File: src/rtl/adc_share_sched.sv
// adc_share_sched: round-robin scheduler that time-shares one flash ADC
// among N_CH requesters. Each conversion runs through mux select, settle,
// sample/hold and convert. The 7-bit thermometer is then decoded and the
// result is returned over a valid/ready handshake.
module adc_share_sched #(
  parameter int N_CH       = 4,
  parameter int SETTLE_CYC = 3,
  parameter int CONV_CYC   = 2
) (
  input  logic                    clk,
  input  logic                    rst_n,
  input  logic                    en,
  input  logic [N_CH-1:0]         req,
  output logic [N_CH-1:0]         gnt,
  output logic [$clog2(N_CH)-1:0] ch_sel,
  output logic                    sample,
  output logic                    busy,
  input  logic [6:0]              therm,
  output logic                    rsp_valid,
  input  logic                    rsp_ready,
  output logic [$clog2(N_CH)-1:0] rsp_ch,
  output logic [2:0]              rsp_code,
  output logic                    rsp_err
);

  localparam int CH_W    = $clog2(N_CH);
  localparam int MAX_CYC = (SETTLE_CYC > CONV_CYC) ? SETTLE_CYC : CONV_CYC;
  localparam int CNT_W   = $clog2(MAX_CYC + 1);

  typedef enum logic [2:0] {
    S_IDLE    = 3'd0,
    S_SETTLE  = 3'd1,
    S_SAMPLE  = 3'd2,
    S_CONVERT = 3'd3,
    S_DONE    = 3'd4
  } state_t;

  state_t              state_q, state_d;
  logic [CNT_W-1:0]    cnt_q, cnt_d;
  logic [CH_W-1:0]     ptr_q, ptr_d;
  logic [CH_W-1:0]     ch_sel_q, ch_sel_d;
  logic [N_CH-1:0]     gnt_q, gnt_d;
  logic [CH_W-1:0]     rsp_ch_q, rsp_ch_d;
  logic [2:0]          rsp_code_q, rsp_code_d;
  logic                rsp_err_q, rsp_err_d;

  logic                found;
  logic [CH_W-1:0]     win;
  logic [CH_W-1:0]     idx_c;

  // Number of comparators that fired; at most 7, so it never overflows 3 bits.
  function automatic logic [2:0] therm_popcount(input logic [6:0] t);
    logic [2:0] c;
    c = 3'd0;
    for (int i = 0; i < 7; i++) begin
      c = c + {2'b00, t[i]};
    end
    return c;
  endfunction

  // A legal thermometer is a run of ones starting at bit 0. Adding one to
  // such a run yields a single bit just above it, so the AND is zero.
  function automatic logic therm_bubble(input logic [6:0] t);
    return (t & (t + 7'd1)) != 7'd0;
  endfunction

  // Round-robin search: first set request at or above the pointer, with wrap.
  always_comb begin
    int idx;
    idx   = 0;
    idx_c = '0;
    found = 1'b0;
    win   = '0;
    for (int i = 0; i < N_CH; i++) begin
      idx = int'(ptr_q) + i;
      if (idx >= N_CH) idx = idx - N_CH;
      idx_c = CH_W'(idx);
      if (!found && req[idx_c]) begin
        found = 1'b1;
        win   = idx_c;
      end
    end
  end

  // Next-state, counter, grant and result-capture logic.
  always_comb begin
    state_d    = state_q;
    cnt_d      = cnt_q;
    ptr_d      = ptr_q;
    ch_sel_d   = ch_sel_q;
    gnt_d      = '0;
    rsp_ch_d   = rsp_ch_q;
    rsp_code_d = rsp_code_q;
    rsp_err_d  = rsp_err_q;
    case (state_q)
      S_IDLE: begin
        if (en && found) begin
          state_d  = S_SETTLE;
          ch_sel_d = win;
          gnt_d    = {{(N_CH-1){1'b0}}, 1'b1} << win;
          cnt_d    = CNT_W'(SETTLE_CYC - 1);
          ptr_d    = (win == CH_W'(N_CH - 1)) ? '0 : win + CH_W'(1);
        end
      end
      S_SETTLE: begin
        if (cnt_q == '0) state_d = S_SAMPLE;
        else             cnt_d   = cnt_q - CNT_W'(1);
      end
      S_SAMPLE: begin
        state_d = S_CONVERT;
        cnt_d   = CNT_W'(CONV_CYC - 1);
      end
      S_CONVERT: begin
        if (cnt_q == '0) begin
          state_d    = S_DONE;
          rsp_ch_d   = ch_sel_q;
          rsp_code_d = therm_popcount(therm);
          rsp_err_d  = therm_bubble(therm);
        end else begin
          cnt_d = cnt_q - CNT_W'(1);
        end
      end
      S_DONE: begin
        // The transfer cycle only returns to IDLE; arbitration happens there.
        if (rsp_ready) state_d = S_IDLE;
      end
      default: state_d = S_IDLE;
    endcase
  end

  // State and datapath registers; reset clears everything immediately.
  always_ff @(posedge clk or negedge rst_n) begin
    if (!rst_n) begin
      state_q    <= S_IDLE;
      cnt_q      <= '0;
      ptr_q      <= '0;
      ch_sel_q   <= '0;
      gnt_q      <= '0;
      rsp_ch_q   <= '0;
      rsp_code_q <= '0;
      rsp_err_q  <= 1'b0;
    end else begin
      state_q    <= state_d;
      cnt_q      <= cnt_d;
      ptr_q      <= ptr_d;
      ch_sel_q   <= ch_sel_d;
      gnt_q      <= gnt_d;
      rsp_ch_q   <= rsp_ch_d;
      rsp_code_q <= rsp_code_d;
      rsp_err_q  <= rsp_err_d;
    end
  end

  assign gnt       = gnt_q;
  assign ch_sel    = ch_sel_q;
  assign sample    = (state_q == S_SAMPLE);
  assign busy      = (state_q != S_IDLE);
  assign rsp_valid = (state_q == S_DONE);
  assign rsp_ch    = rsp_ch_q;
  assign rsp_code  = rsp_code_q;
  assign rsp_err   = rsp_err_q;

endmodule

File: config.mk
export PLATFORM = sky130hd
export DESIGN_NAME = adc_share_sched
export DESIGN_NICKNAME = d
export VERILOG_FILES = /design/src/rtl/adc_share_sched.sv
export SDC_FILE = /design/constraint.sdc
export NUM_CORES = 1
export LEC_CHECK = 0
export ABC_AREA = 1
export CORE_MARGIN = 3
export CORE_UTILIZATION = 47
export DETAILED_ROUTE_END_ITERATION = 8
export PLACE_DENSITY = 0.75
export SLEW_MARGIN = 10
export SYNTH_ARGS = -nofsm -noshare
export SYNTH_HDL_FRONTEND = slang
export SYNTH_SLANG_ARGS = --single-unit
File: constraint.sdc
create_clock -name clk -period 4.4 [get_ports clk]
set_clock_uncertainty 0.2 [all_clocks]
set_input_delay 0.44 -clock clk [delete_from_list [all_inputs] [get_ports clk]]
set_output_delay 0.44 -clock clk [all_outputs]
set_load 0.02 [all_outputs]
==> results.sh <==
export IMPL_gr_total_overflow=0
export IMPL_post_place_ws_ns=0.894
export IMPL_synth_nets=193
export IMPL_slew_headroom_pct=43.4
export IMPL_ys_warn_count=0
export IMPL_setup_violations=0
export IMPL_hold_path_startpoint="cnt_q[1]"
export IMPL_netlist_instances=167
export IMPL_grt_total_usage_pct=17.8
export IMPL_fin_util_pct=62.3
export IMPL_routed_wl_um=2770
export IMPL_p_per_area_nw_per_um2=702
export IMPL_setup_tns_ns=0
export IMPL_period_minus_slack_ns=3.16
export IMPL_final_cells=230
export IMPL_setup_slack_ns=1.24
export IMPL_grt_pass1_wl_um=4890
export IMPL_cp_start_kind="primary input"
export IMPL_dp_cells=226
export IMPL_crit_arrival_ns=3.16
export IMPL_cts_buffer_depth=2
export IMPL_slew_violations=0
export IMPL_clk_pin_slew_worst_paths_ns=0.11
export IMPL_drt_iter0_drc=42
export IMPL_syn_to_final_growth_pct=24.8
export IMPL_antenna_found_initial=0
export IMPL_die_x_um=60.4
export IMPL_wl_per_cell_um=12.0
export IMPL_grt_pass1_vias=1141
export IMPL_drv_cap=0
export IMPL_syn_avg_cell_area_um2=8.32
export IMPL_p_leak_nw=0.896
export IMPL_gp_congestion=0.846
export IMPL_synth_top_area_share_pct=34.2
export IMPL_die_area_um2=3640
export IMPL_end_kind="flip-flop"
export IMPL_cts_buffers=3
export IMPL_finalHoldViolCount=0
export IMPL_hold_path_end="cnt_q[1]"
export IMPL_n_antenna_cell=0
export IMPL_reg2reg_slack_ns=2.13
export IMPL_dpl_hpwl_um=2320
export IMPL_drive_gt1_share_pct=16.1
export IMPL_synth_area_leaders="dfrtp_1 (34%), inv_1 (9.2%), nand2_1 (8.6%), ha_1 (6.3%), fa_1 (5.8%)"
export IMPL_worstPathMaxFanout=3
export IMPL_htreeDepth=1
export IMPL_ys_ff_latch=19
export IMPL_synth_edf_count=0
export IMPL_timing_fmax_ghz=0.316
export IMPL_synth_area_um2=1390
export IMPL_cts_num_sinks=19
export IMPL_criticalPathCategory="in2reg"
export IMPL_firstDrtPassIters=4
export IMPL_reg2reg_to="ptr_q[1]"
export IMPL_ys_top_cells_by_count="inv_1 (34), nand2_1 (32), dfrtp_1 (19)"
export IMPL_ys_types=26
export IMPL_hold_depth=2
export IMPL_critical_path_required_ns=4.40
export IMPL_post_cts_setup_buffers=0
export IMPL_r2r_start="ptr_q[0]"
export IMPL_io_buffers=29
export IMPL_synthFlopType="dfrtp_1"
export IMPL_coreArea_um2=2780
export IMPL_synth_most_common_cell="inv_1"
export IMPL_grt_max_degree=20
export IMPL_num_rows=19
export IMPL_finalCritPeriodShare_pct=71.9
export IMPL_root_buffer="clkbuf_4"
export IMPL_ff2ff_path_depth=10
export IMPL_fin_nets=226
export IMPL_fp_dieH_um=60.4
export IMPL_ant_nets=0
export IMPL_async_flop_share_pct=100
export IMPL_io_pins=30
export IMPL_cts_resized=0
export IMPL_worst_slew_pin_slew_ns=0.846
export IMPL_cts_tree="built"
export IMPL_postCtsHoldBufs=0
export IMPL_start_util_pct=49.9
export IMPL_hold_class="reg2reg"
export IMPL_post_route_drc_count=0
export IMPL_ir_drop_v=0.000534
export IMPL_status="complete, no violations"
export IMPL_clock_latency_ns=0.30
export IMPL_vias=1136
export IMPL_rsz0062_at_grt="false"
export IMPL_yosysSeqAreaShare_pct=34.2
export IMPL_synth_largest_area_cell="dfrtp_1"
export IMPL_via_per_inst=4.94
[metal layers]
metal	global-route usage, %	wire length [um]	vias to the layer above
met5	0	0	-
met4	3.80	11	0
met3	5.53	124	2
met2	33.3	1480	19
met1	19.6	1160	538
li1	-	-	577
[logic make-up after synthesis]
group | count (synthesis) | synth area share, %
AOI/OAI and AO/OA | 13 | 5.23
adders and majority gates | 11 | 12.1
buffers and inverters | 38 | 11.4
DFF | 19 | 34.2
muxes | 5 | 4.05
and+or+nand+nor | 81 | 33.1
[stage by stage]
stage / hold slack [ns] / power [mW] / instance area (um2)
detailed placement: 0.268 / 1.14 / 1710
CTS: 0.294 / 1.23 / 1730
global placement: 0.257 / 1.10 / 1710
global route: 0.333 / 1.34 / 1730
finish: 0.290 / 1.22 / 1730
floorplan: -0.0556 / 0.919 / 1390
[how the worst max path moves through the flow]
stage	start	end	slack (ns)	depth (start not counted)
finish	therm[0]	rsp_code[1]	1.24	8
global route	therm[0]	rsp_code[1]	1.17	8
floorplan	therm[0]	rsp_code[1]	1.53	7
global placement	therm[0]	rsp_code[1]	0.97	8
detailed placement	therm[0]	rsp_code[1]	0.89	8
CTS	therm[0]	rsp_code[1]	1.23	8
[power breakdown]
part | switching [mW] | leakage, nW | total [mW] | internal [mW]
Sequential | 0.0652 | 0.236 | 0.312 | 0.246
Combinational | 0.494 | 0.646 | 0.818 | 0.324
Clock | 0.0517 | 0.0150 | 0.0870 | 0.0353
Total | 0.611 | 0.896 | 1.22 | 0.606
[layout by cell type (no fill, tap or decap), types with 2 or more instances in the layout]
master	count
nand2_2	11
inv_1	34
fa_1	4
a21oi_1	2
ha_1	7
nand4_1	2
o21ai_1	4
mux2_2	3
nand3_1	12
inv_2	2
dfrtp_1	19
nor2_1	11
clkdlybuf4s50_1	29
nand3_4	2
nand2_1	32
o21ai_0	5
nand2_4	6
mux2_1	2
clkbuf_4	3
[sequential cells by signal, summed over array words and instances, names as in the netlist]
name	cells
ptr_q	2
rsp_ch	2
ch_sel	2
state_q	3
cnt_q	2
rsp_code	3
rsp_err	1
gnt	4
[worst max-delay path, stage by stage]
cell,delay [ns]
clkdlybuf4s50_1,0.52
inv_1,0.10
fa_1,0.50
fa_1,0.49
inv_1,0.05
fa_1,0.37
fa_1,0.42
mux2_1,0.28
[cell type report]
type | instances | area (um2)
clock buffers | 4 | 26.3
fillers | 234 | 1050
inverters | 37 | 146
repair buffers | 29 | 290
flip-flops and latches | 19 | 475
well taps | 31 | 38.8
multi-input cells | 110 | 756
Note: power is estimated with default switching activity, not from simulation.
